==> config.mk <==
export PLATFORM = sky130hd
export DESIGN_NAME = iob_bootrom_loader
export DESIGN_NICKNAME = d
export VERILOG_FILES = /design/src/rtl/iob_bootrom_loader.sv
export SDC_FILE = /design/constraint.sdc
export NUM_CORES = 1
export LEC_CHECK = 0
export CAP_MARGIN = 20
export CORE_MARGIN = 3
export CORE_UTILIZATION = 47
export CTS_BUF_LIST = sky130_fd_sc_hd__clkbuf_4 sky130_fd_sc_hd__clkbuf_8
export DETAILED_ROUTE_END_ITERATION = 16
export PLACE_DENSITY_LB_ADDON = 0.1
export SYNTH_ARGS = -nofsm -noshare
export SYNTH_HDL_FRONTEND = slang
export SYNTH_SLANG_ARGS = --single-unit
==> constraint.sdc <==
create_clock -name clk_i -period 4.14 [get_ports clk_i]
set_input_delay 0.828 -clock clk_i [delete_from_list [all_inputs] [get_ports clk_i]]
set_output_delay 0.828 -clock clk_i [all_outputs]
set_load 0.02 [all_outputs]
==> src/rtl/iob_bootrom_loader.sv <==
// iob_bootrom_loader: AXI4 read initiator that copies a block of bootrom
// words into a local RAM through a simple write port.
// Optional feature: define IOB_BOOTROM_LOADER_CHECKSUM_EN to add checksum_o,
// a modulo-2^32 sum of every word copied during the last transfer.
module iob_bootrom_loader #(
   parameter int          DATA_W     = 32,
   parameter int          ADDR_W     = 11,
   parameter int          AXI_ID_W   = 1,
   parameter int          AXI_LEN_W  = 8,
   parameter int          MEM_ADDR_W = 10,
   parameter int unsigned ROM_BASE   = 0,
   parameter int          BURST_LEN  = 16
) (
   input  logic                  clk_i,
   input  logic                  cke_i,
   input  logic                  rst_i,
   input  logic                  start_i,
   input  logic [MEM_ADDR_W:0]   nwords_i,
   output logic                  busy_o,
   output logic                  done_o,
   output logic                  error_o,
   output logic [ADDR_W-1:0]     axi_araddr_o,
   output logic                  axi_arvalid_o,
   input  logic                  axi_arready_i,
   output logic [AXI_ID_W-1:0]   axi_arid_o,
   output logic [AXI_LEN_W-1:0]  axi_arlen_o,
   output logic [2:0]            axi_arsize_o,
   output logic [1:0]            axi_arburst_o,
   output logic [2:0]            axi_arprot_o,
   output logic [1:0]            axi_arlock_o,
   output logic [3:0]            axi_arcache_o,
   output logic [3:0]            axi_arqos_o,
   input  logic [DATA_W-1:0]     axi_rdata_i,
   input  logic [1:0]            axi_rresp_i,
   input  logic                  axi_rvalid_i,
   output logic                  axi_rready_o,
   input  logic [AXI_ID_W-1:0]   axi_rid_i,
   input  logic                  axi_rlast_i,
   output logic                  mem_we_o,
   output logic [MEM_ADDR_W-1:0] mem_addr_o,
   output logic [DATA_W-1:0]     mem_wdata_o,
`ifdef IOB_BOOTROM_LOADER_CHECKSUM_EN
   output logic [DATA_W-1:0]     checksum_o,
`endif
   input  logic                  mem_ready_i
);

   localparam int CNT_W  = MEM_ADDR_W + 1;
   localparam int BEAT_W = AXI_LEN_W + 1;
   localparam int MIN_W  = (CNT_W > BEAT_W) ? CNT_W : BEAT_W;
   localparam int RA_W   = (ADDR_W > MEM_ADDR_W + 2) ? ADDR_W : MEM_ADDR_W + 2;
   localparam logic [CNT_W-1:0] MAX_WORDS = {1'b1, {MEM_ADDR_W{1'b0}}};

   typedef enum logic [1:0] {
      IDLE,
      ADDR,
      DATA,
      DONE
   } state_t;

   state_t                state_q, state_d;
   logic [CNT_W-1:0]      remaining_q, remaining_d;
   logic [MEM_ADDR_W-1:0] widx_q, widx_d;
   logic [BEAT_W-1:0]     beat_q, beat_d;
   logic [BEAT_W-1:0]     blen_q, blen_d;
   logic                  busy_q, busy_d;
   logic                  done_q, done_d;
   logic                  error_q, error_d;
`ifdef IOB_BOOTROM_LOADER_CHECKSUM_EN
   logic [DATA_W-1:0]     checksum_q, checksum_d;
`endif

   logic [CNT_W-1:0]  nwords_clamped;
   logic [MIN_W-1:0]  rem_ext;
   logic [MIN_W-1:0]  burst_beats;
   logic [BEAT_W-1:0] burst_len_w;
   logic [RA_W-1:0]   rom_addr_ext;
   logic              beat_fire;
   logic              last_beat;
   logic              unused_rid;

   // Requests above the RAM size are clamped so RAM writes never alias.
   assign nwords_clamped = (nwords_i > MAX_WORDS) ? MAX_WORDS : nwords_i;

   assign rem_ext      = MIN_W'(remaining_q);
   assign burst_beats  = (rem_ext > MIN_W'(BURST_LEN)) ? MIN_W'(BURST_LEN) : rem_ext;
   assign burst_len_w  = BEAT_W'(burst_beats);
   assign rom_addr_ext = RA_W'(ROM_BASE) + RA_W'({widx_q, 2'b00});

   // AXI read address channel; fields are stable while in ADDR.
   assign axi_araddr_o  = rom_addr_ext[ADDR_W-1:0];
   assign axi_arvalid_o = (state_q == ADDR);
   assign axi_arlen_o   = AXI_LEN_W'(burst_len_w - BEAT_W'(1));
   assign axi_arid_o    = '0;
   assign axi_arsize_o  = 3'd2;
   assign axi_arburst_o = 2'b01;
   assign axi_arprot_o  = '0;
   assign axi_arlock_o  = '0;
   assign axi_arcache_o = '0;
   assign axi_arqos_o   = '0;

   // RAM backpressure passes straight through to rready; a stopped clock
   // must not let a beat be accepted that the state cannot record.
   assign axi_rready_o = (state_q == DATA) & mem_ready_i & cke_i;
   assign beat_fire    = axi_rvalid_i & axi_rready_o;
   assign last_beat    = (beat_q == (blen_q - BEAT_W'(1)));

   assign mem_we_o    = beat_fire;
   assign mem_addr_o  = widx_q;
   assign mem_wdata_o = axi_rdata_i;

   assign busy_o  = busy_q;
   assign done_o  = done_q;
   assign error_o = error_q;
`ifdef IOB_BOOTROM_LOADER_CHECKSUM_EN
   assign checksum_o = checksum_q;
`endif

   assign unused_rid = ^axi_rid_i;

   // Next-state and register-update logic for the copy sequencer.
   always_comb begin
      state_d     = state_q;
      remaining_d = remaining_q;
      widx_d      = widx_q;
      beat_d      = beat_q;
      blen_d      = blen_q;
      busy_d      = busy_q;
      done_d      = 1'b0;
      error_d     = error_q;
`ifdef IOB_BOOTROM_LOADER_CHECKSUM_EN
      checksum_d  = checksum_q;
`endif
      unique case (state_q)
         IDLE: begin
            if (start_i) begin
               remaining_d = nwords_clamped;
               widx_d      = '0;
               error_d     = 1'b0;
               busy_d      = 1'b1;
`ifdef IOB_BOOTROM_LOADER_CHECKSUM_EN
               checksum_d  = '0;
`endif
               state_d     = (nwords_clamped == '0) ? DONE : ADDR;
            end
         end
         ADDR: begin
            if (axi_arready_i) begin
               beat_d  = '0;
               blen_d  = burst_len_w;
               state_d = DATA;
            end
         end
         DATA: begin
            if (beat_fire) begin
               widx_d      = widx_q + MEM_ADDR_W'(1);
               remaining_d = remaining_q - CNT_W'(1);
               beat_d      = beat_q + BEAT_W'(1);
`ifdef IOB_BOOTROM_LOADER_CHECKSUM_EN
               checksum_d  = checksum_q + axi_rdata_i;
`endif
               if ((axi_rresp_i != 2'b00) || (axi_rlast_i != last_beat)) begin
                  error_d = 1'b1;
               end
               // The burst ends on the counted beat count, not on rlast.
               if (last_beat) begin
                  state_d = (remaining_q == CNT_W'(1)) ? DONE : ADDR;
               end
            end
         end
         DONE: begin
            done_d  = 1'b1;
            busy_d  = 1'b0;
            state_d = IDLE;
         end
         default: state_d = IDLE;
      endcase
   end

   // State registers: synchronous reset wins over the clock enable.
   always_ff @(posedge clk_i) begin
      if (rst_i) begin
         state_q     <= IDLE;
         remaining_q <= '0;
         widx_q      <= '0;
         beat_q      <= '0;
         blen_q      <= '0;
         busy_q      <= 1'b0;
         done_q      <= 1'b0;
         error_q     <= 1'b0;
`ifdef IOB_BOOTROM_LOADER_CHECKSUM_EN
         checksum_q  <= '0;
`endif
      end else if (cke_i) begin
         state_q     <= state_d;
         remaining_q <= remaining_d;
         widx_q      <= widx_d;
         beat_q      <= beat_d;
         blen_q      <= blen_d;
         busy_q      <= busy_d;
         done_q      <= done_d;
         error_q     <= error_d;
`ifdef IOB_BOOTROM_LOADER_CHECKSUM_EN
         checksum_q  <= checksum_d;
`endif
      end
   end

endmodule

==> results of run 1 <==
power breakdown:
| part | internal [mW] | switching [mW] |
|---|---|---|
| sequential | 0.435 | 0.0170 |
| clock | 0.142 | 0.149 |
| combinational | 0.106 | 0.139 |
| total | 0.683 | 0.306 |
cells in the mapped netlist, types with 2 or more instances:
cell type / count
a31oi_1: 2
o21ai_0: 16
and3_1: 9
nand3b_1: 3
dfxtp_1: 44
nand3_1: 21
a21oi_1: 24
a22oi_1: 5
nor4_1: 4
nor2b_1: 6
a211oi_1: 4
xor2_1: 13
buf_1: 2
nor2_1: 42
nand2_1: 27
clkbuf_8: 2
mux2i_1: 2
ha_1: 6
o21bai_1: 2
and2_1: 3
clkbuf_1: 9
inv_1: 10
a22o_1: 3
conb_1: 2
nand4_1: 7
a21boi_0: 2
xnor2_1: 14
nor3b_1: 3
buf_4: 62
or3_1: 5
nand2b_1: 4
nor3_1: 7
worst max-delay path, delay by kind of cell, from the launching register on:
family	cells	cell delay [ps]
flops	1	350
buf+inv	2	640
simple gates	3	400
compound gates	2	640
fa+ha+maj	2	520
cell families after synthesis:
kind of cell	count (synthesis)
and+or+nand+nor	152
AOI/OAI and AO/OA	70
buffers and inverters	87
other	2
xor gates and xnor gates	27
DFF	44
muxes	3
adders and majority gates	6
routing by layer:
| metal | routed length [um] | vias up |
|---|---|---|
| met1 | 3090 | 1172 |
| met5 | 0 | - |
| met2 | 3170 | 55 |
| met3 | 222 | 10 |
| met4 | 61 | 0 |
| li1 | - | 1275 |
layout by cell type, fill, tap and decap left out, types with 3 or more instances in the layout:
| master | synthesis | layout |
|---|---|---|
| clkdlybuf4s50_1 | 0 | 53 |
| dfxtp_1 | 44 | 44 |
| nor2_1 | 42 | 42 |
| nand2_1 | 27 | 27 |
| a21oi_1 | 24 | 23 |
| nand3_1 | 21 | 21 |
| conb_1 | 2 | 21 |
| o21ai_0 | 16 | 16 |
| xnor2_1 | 14 | 14 |
| xor2_1 | 13 | 13 |
| inv_1 | 10 | 10 |
| and3_1 | 9 | 9 |
| nor3_1 | 7 | 7 |
| nand4_1 | 7 | 7 |
| nor2b_1 | 6 | 6 |
| ha_1 | 6 | 6 |
| clkbuf_8 | 2 | 6 |
| or3_1 | 5 | 5 |
| a22oi_1 | 5 | 5 |
| nor4_1 | 4 | 4 |
| nand2b_1 | 4 | 4 |
| a211oi_1 | 4 | 4 |
| and2_1 | 3 | 3 |
| nand3b_1 | 3 | 3 |
| nor3b_1 | 3 | 3 |
| a22o_1 | 3 | 3 |
| buf_4 | 62 | 3 |
path summary, 6_finish.rpt:
kind                                         startpoint                      end  slack (ps)  cells after the start
worst min-delay path                done_o$_SDFFE_PP0P_      done_o$_SDFFE_PP0P_         500                      2
worst max register to register   blen_q[0]$_SDFFE_PP0P_  state_q[1]$_SDFFE_PP0P_        1830                      8
worst max-delay path            rem_ext[0]$_SDFFE_PP0P_           axi_arlen_o[4]         460                      9
worst min register to register      done_o$_SDFFE_PP0P_      done_o$_SDFFE_PP0P_         500                      2
area by class of cell:
type / instances / area [um^2]
Timing Repair Buffer: 56 / 553
Clock buffer: 7 / 90.1
Sequential cell: 44 / 881
Fill cell: 595 / 2790
Tap cell: 75 / 93.8
Inverter: 10 / 37.5
Clock inverter: 1 / 7.51
Multi-Input combinational cell: 279 / 1680
registers in the layout, summed over array words and instances (netlist names):
signal and count:
rem_ext 11, done_o 1, busy_o 1, beat_q 9, mem_addr_o 10, error_o 1, state_q 2, blen_q 9
per-stage QoR:
step	area, um^2	instances	hold slack [ps]	power, mW	setup slack [ps]
after floorplan	3140	410	474	0.678	1210
after global placement	3240	464	473	0.706	814
after detailed placement	3240	464	482	0.707	762
after CTS	3340	472	501	0.998	422
after global routing	3340	472	528	1.04	174
final	3340	472	499	0.989	456
==> impl_metrics.py, run 1 <==
metrics = {
    "timing": {
        "tightest_slew_ps": 711,
        "fin_setup_tns_ps": 0,
        "layout_min_cycle_time_ps": 3680,
        "relSlewSlack": 0.524,
        "rsz0062_at_grt": "false",
        "fmax_mhz": 271,
        "setup_viol": 0,
        "hold_viol": 0,
        "post-route-period-util": 0.890,
        "clock_skew_ps": 6.47,
        "slew_viol_final": 0,
    },
    "setup_path": {
        "arrival_ps": 2860,
        "endpoint_kind": "output pin",
        "slowest_stage": "clkdlybuf4s50_1",
        "path_max_fanout": 9,
        "cp_cell_sequence": "inv_1 > ha_1 > nand2_1 > a21oi_1 > nand2_1 > ha_1 > and2_1 > o21bai_1 > clkdlybuf4s50_1",
        "startpoint_type": "register",
        "cpPeakStageDelay_ps": 540,
        "path_class": "reg2out",
        "worstPathRequired_ps": 3310,
    },
    "cts": {
        "cts_setup_buffers": 0,
        "cts_max_level": 2,
        "cts_tree": "built",
        "hold_buffers": 0,
        "cts_made_buffers": 5,
        "clock_path_buffers": 2,
        "clk_pin_slew_ps": 90,
        "cts_resized": 0,
        "clock_latency_ps": 300,
        "cts_sinks": 44,
        "root_buffer": "clkbuf_8",
    },
    "global_routing": {
        "grt_max_degree": 31,
        "grt_pass1_vias": 2354,
        "grtUsageMet1": 0.237,
        "grt_first_pass_wirelength_um": 10800,
        "grt_usage": 0.176,
        "antenna_found_initial": 0,
        "met2_usage": 0.286,
        "met3_usage": 0.0390,
        "grt.overflow.total": 0,
        "top_usage_layer": "met2",
    },
    "placement": {
        "gp_congestion": 0.854,
        "port-buffer-count": 53,
        "hpwlAfterDp_um": 4970,
    },
    "routing": {
        "post_drt_wl_per_cell_um": 13.9,
        "via_per_inst": 5.32,
        "first_iter_violations": 98,
        "firstDrtPassIters": 4,
        "vias": 2512,
        "wirelength_um": 6550,
        "drcViolationCount": 0,
        "drtAntennaViolNets": 0,
    },
    "power_and_ir_drop": {
        "leakage_nw": 1.24,
        "vdd_drop_max_v": 0.000178,
        "p_per_area_nw_per_um2": 296,
    },
    "synth": {
        "yosysTopAreaCellShare": 0.287,
        "yosys.area.top_type": "dfxtp_1",
        "synth_top_family_by_area": "simple AND/OR/NAND/NOR gates",
        "synthMuxAreaShare": 0.0102,
        "ys_seq_elements": 44,
        "avgSynthCellArea_um2": 7.86,
        "synth-simple-area-share": 0.257,
        "postSynthCellCount": 391,
        "synth.area.top_cells": "dfxtp_1 29%, buf_4 15%, nor2_1 5.1%",
        "synth_edf_count": 0,
        "synthArstFlopShare": 0,
        "ys_warn_count": 0,
        "synthAdderAreaFrac": 0.0244,
        "synth_compound_area_frac": 0.150,
        "synth_xor_area_frac": 0.0770,
        "synth_area_um2": 3070,
        "synthFlopType": "dfxtp_1",
        "yosysUniqueCellTypes": 58,
        "ys_seq_area_frac": 0.287,
    },
    "layout": {
        "area_delta_synth_final_pct": 8.76,
        "num_antenna_cells": 0,
        "layout-drive-gt1-share": 0.0680,
        "utilization": 0.545,
        "finish.net_count": 456,
    },
    "floorplan": {
        "start_util": 0.501,
        "num_rows": 28,
        "die_x_um": 86.8,
        "core_area_um2": 6130,
        "die_y_um": 86.8,
        "die_area_um2": 7540,
        "ios": 140,
    },
    "flow_run": {
        "maxCapViolations": 0,
    },
    "outcome": {
        "status": "completed",
    },
    "hold_path": {
        "hold_class": "reg2reg",
    },
}
No activity file was read; power rests on OpenSTA's default activity.
==> inputs of run 2 (changes only) <==
--- a/config.mk
+++ b/config.mk
@@ -11,6 +11,8 @@
 export CTS_BUF_LIST = sky130_fd_sc_hd__clkbuf_4 sky130_fd_sc_hd__clkbuf_8
 export DETAILED_ROUTE_END_ITERATION = 16
 export PLACE_DENSITY_LB_ADDON = 0.1
+export SKIP_LAST_GASP = 1
 export SYNTH_ARGS = -nofsm -noshare
 export SYNTH_HDL_FRONTEND = slang
 export SYNTH_SLANG_ARGS = --single-unit
+export TNS_END_PERCENT = 20
==> constraint.sdc (replaced) <==
create_clock -name clk_i -period 4.14 [get_ports clk_i]
set_input_delay 1.242 -clock clk_i [delete_from_list [all_inputs] [get_ports clk_i]]
set_output_delay 1.242 -clock clk_i [all_outputs]
set_load 0.02 [all_outputs]
==> run 2 against run 1 <==
Hold slack lost 12 ps; sequential power hardly changed; clock power rose by 14%; first-iteration DRC count is 20% lower; power is 4.8% higher; die area unchanged; critical path depth is 4 lower; clock skew about the same; critical path type is now in2out; critical endpoint is now mem_we_o; largest cell class unchanged.
==> impl_metrics.py, run 2 (synthesized netlist as in run 1, its figures left out) <==
metrics = {
    "setup_path": {
        "cpPeakStageDelay_ps": 610,
        "crit_path_end": "mem_we_o",
        "crit_start": "mem_ready_i",
        "crit_path_frequent_cell": "clkdlybuf4s50_1",
        "worstPathRequired_ps": 2900,
        "worst_r2r_endpoint": "state_q[1]$_SDFFE_PP0P_",
        "path_class": "in2out",
        "slowest_stage": "clkdlybuf4s50_1",
        "r2r_setup_slack_ps": 1860,
        "startpoint_type": "input port",
        "endpoint_kind": "output pin",
        "r2r_cells": 8,
        "arrival_ps": 2820,
        "r2r_start": "blen_q[0]$_SDFFE_PP0P_",
        "cp_cell_sequence": "clkdlybuf4s50_1 > nand3_1 > a21oi_2 > and2_1 > clkdlybuf4s50_1",
        "path_max_fanout": 2,
    },
    "cts": {
        "cts_sinks": 44,
        "cts_setup_buffers": 0,
        "hold_buffers": 0,
        "clock_path_buffers": 2,
        "cts_made_buffers": 5,
        "root_buffer": "clkbuf_8",
        "clk_pin_slew_ps": 80,
        "cts_max_level": 2,
        "clock_latency_ps": 300,
        "cts_tree": "built",
        "cts_resized": 0,
    },
    "timing": {
        "slew_viol_final": 0,
        "hold_viol": 0,
        "post-route-period-util": 0.981,
        "fmax_mhz": 246,
        "clock_skew_ps": 6.55,
        "rsz0062_at_grt": "false",
        "fin_hold_ws_ps": 487,
        "relSlewSlack": 0.643,
        "setup_viol": 0,
        "layout_min_cycle_time_ps": 4060,
        "tightest_slew_ps": 536,
        "fin_setup_tns_ps": 0,
        "worst_slack_ps": 77.5,
    },
    "floorplan": {
        "num_rows": 28,
        "die_area_um2": 7540,
        "ios": 140,
        "die_y_um": 86.8,
        "core_area_um2": 6130,
        "die_x_um": 86.8,
        "start_util": 0.501,
    },
    "layout": {
        "fin_area_um2": 3390,
        "area_delta_synth_final_pct": 10.4,
        "largest_register_ffs": 11,
        "final_common_cell": "clkdlybuf4s50_1",
        "layout-drive-gt1-share": 0.0796,
        "finish.net_count": 461,
        "mostFrequentLayoutCells": "53 x clkdlybuf4s50_1, 44 x dfxtp_1, 42 x nor2_1",
        "num_antenna_cells": 0,
        "utilization": 0.553,
    },
    "placement": {
        "port-buffer-count": 53,
        "hpwlAfterDp_um": 4980,
        "dpl-instance-area_um2": 3280,
        "dp_worst_setup_slack_ps": 47.8,
        "gp_congestion": 0.850,
    },
    "hold_path": {
        "worstHoldStart": "done_o$_SDFFE_PP0P_",
        "hold_class": "reg2reg",
    },
    "global_routing": {
        "grt_max_degree": 31,
        "grt_usage": 0.182,
        "grt_first_pass_wirelength_um": 11200,
        "antenna_found_initial": 0,
        "grt_pass1_vias": 2450,
        "grt.overflow.total": 0,
    },
    "routing": {
        "drtAntennaViolNets": 0,
        "drcViolationCount": 0,
        "vias": 2534,
        "post_drt_wl_per_cell_um": 13.7,
        "via_per_inst": 5.31,
        "first_iter_violations": 78,
        "wirelength_um": 6540,
        "firstDrtPassIters": 4,
    },
    "power_and_ir_drop": {
        "leakage_nw": 1.27,
        "vdd_drop_max_v": 0.000194,
        "p_per_area_nw_per_um2": 306,
    },
    "outcome": {
        "status": "completed",
    },
    "flow_run": {
        "maxCapViolations": 0,
    },
}
[run 2: layout make-up]
class | count | area (um^2)
clock buffer | 5 | 68.8
clock inverter | 3 | 42.5
sequential | 44 | 881
timing repair buffer | 61 | 591
multi-input combinational | 279 | 1680
tap | 75 | 93.8
fill | 590 | 2740
inverter | 10 | 37.5
[run 2: metal layers]
| layer | GRT usage | wire length (um) |
|---|---|---|
| met1 | 0.242 | 3080 |
| met2 | 0.296 | 3100 |
| met3 | 0.0342 | 242 |
| met4 | 0.0595 | 117 |
| met5 | 0 | 0 |
[run 2: per-stage QoR]
| stage | total power [mW] | instances |
|---|---|---|
| detailed placement | 0.714 | 469 |
| global placement | 0.712 | 469 |
| finish | 1.04 | 477 |
| CTS | 1.05 | 477 |
| global route | 1.09 | 477 |
| floorplan | 0.678 | 410 |
[run 2: power by group]
group / total, mW / internal [mW] / leakage, nW / switching, mW
combinational: 0.252 / 0.111 / 0.862 / 0.141
clock: 0.332 / 0.179 / 0.0541 / 0.154
sequential: 0.452 / 0.435 / 0.357 / 0.0171
[run 2: critical path, delay by kind of cell]
kind                   cells  cell delay (ps)
buffers and inverters      2             1100
and+or+nand+nor            2              290
AOI/OAI and AO/OA          1              180
[run 2: worst min path at each step]
stage                                  end  cells after the start
floorplan           blen_q[1]$_SDFFE_PP0P_                      2
global placement       done_o$_SDFFE_PP0P_                      2
detailed placement     done_o$_SDFFE_PP0P_                      2
CTS                    done_o$_SDFFE_PP0P_                      2
global route           done_o$_SDFFE_PP0P_                      2
finish                 done_o$_SDFFE_PP0P_                      2
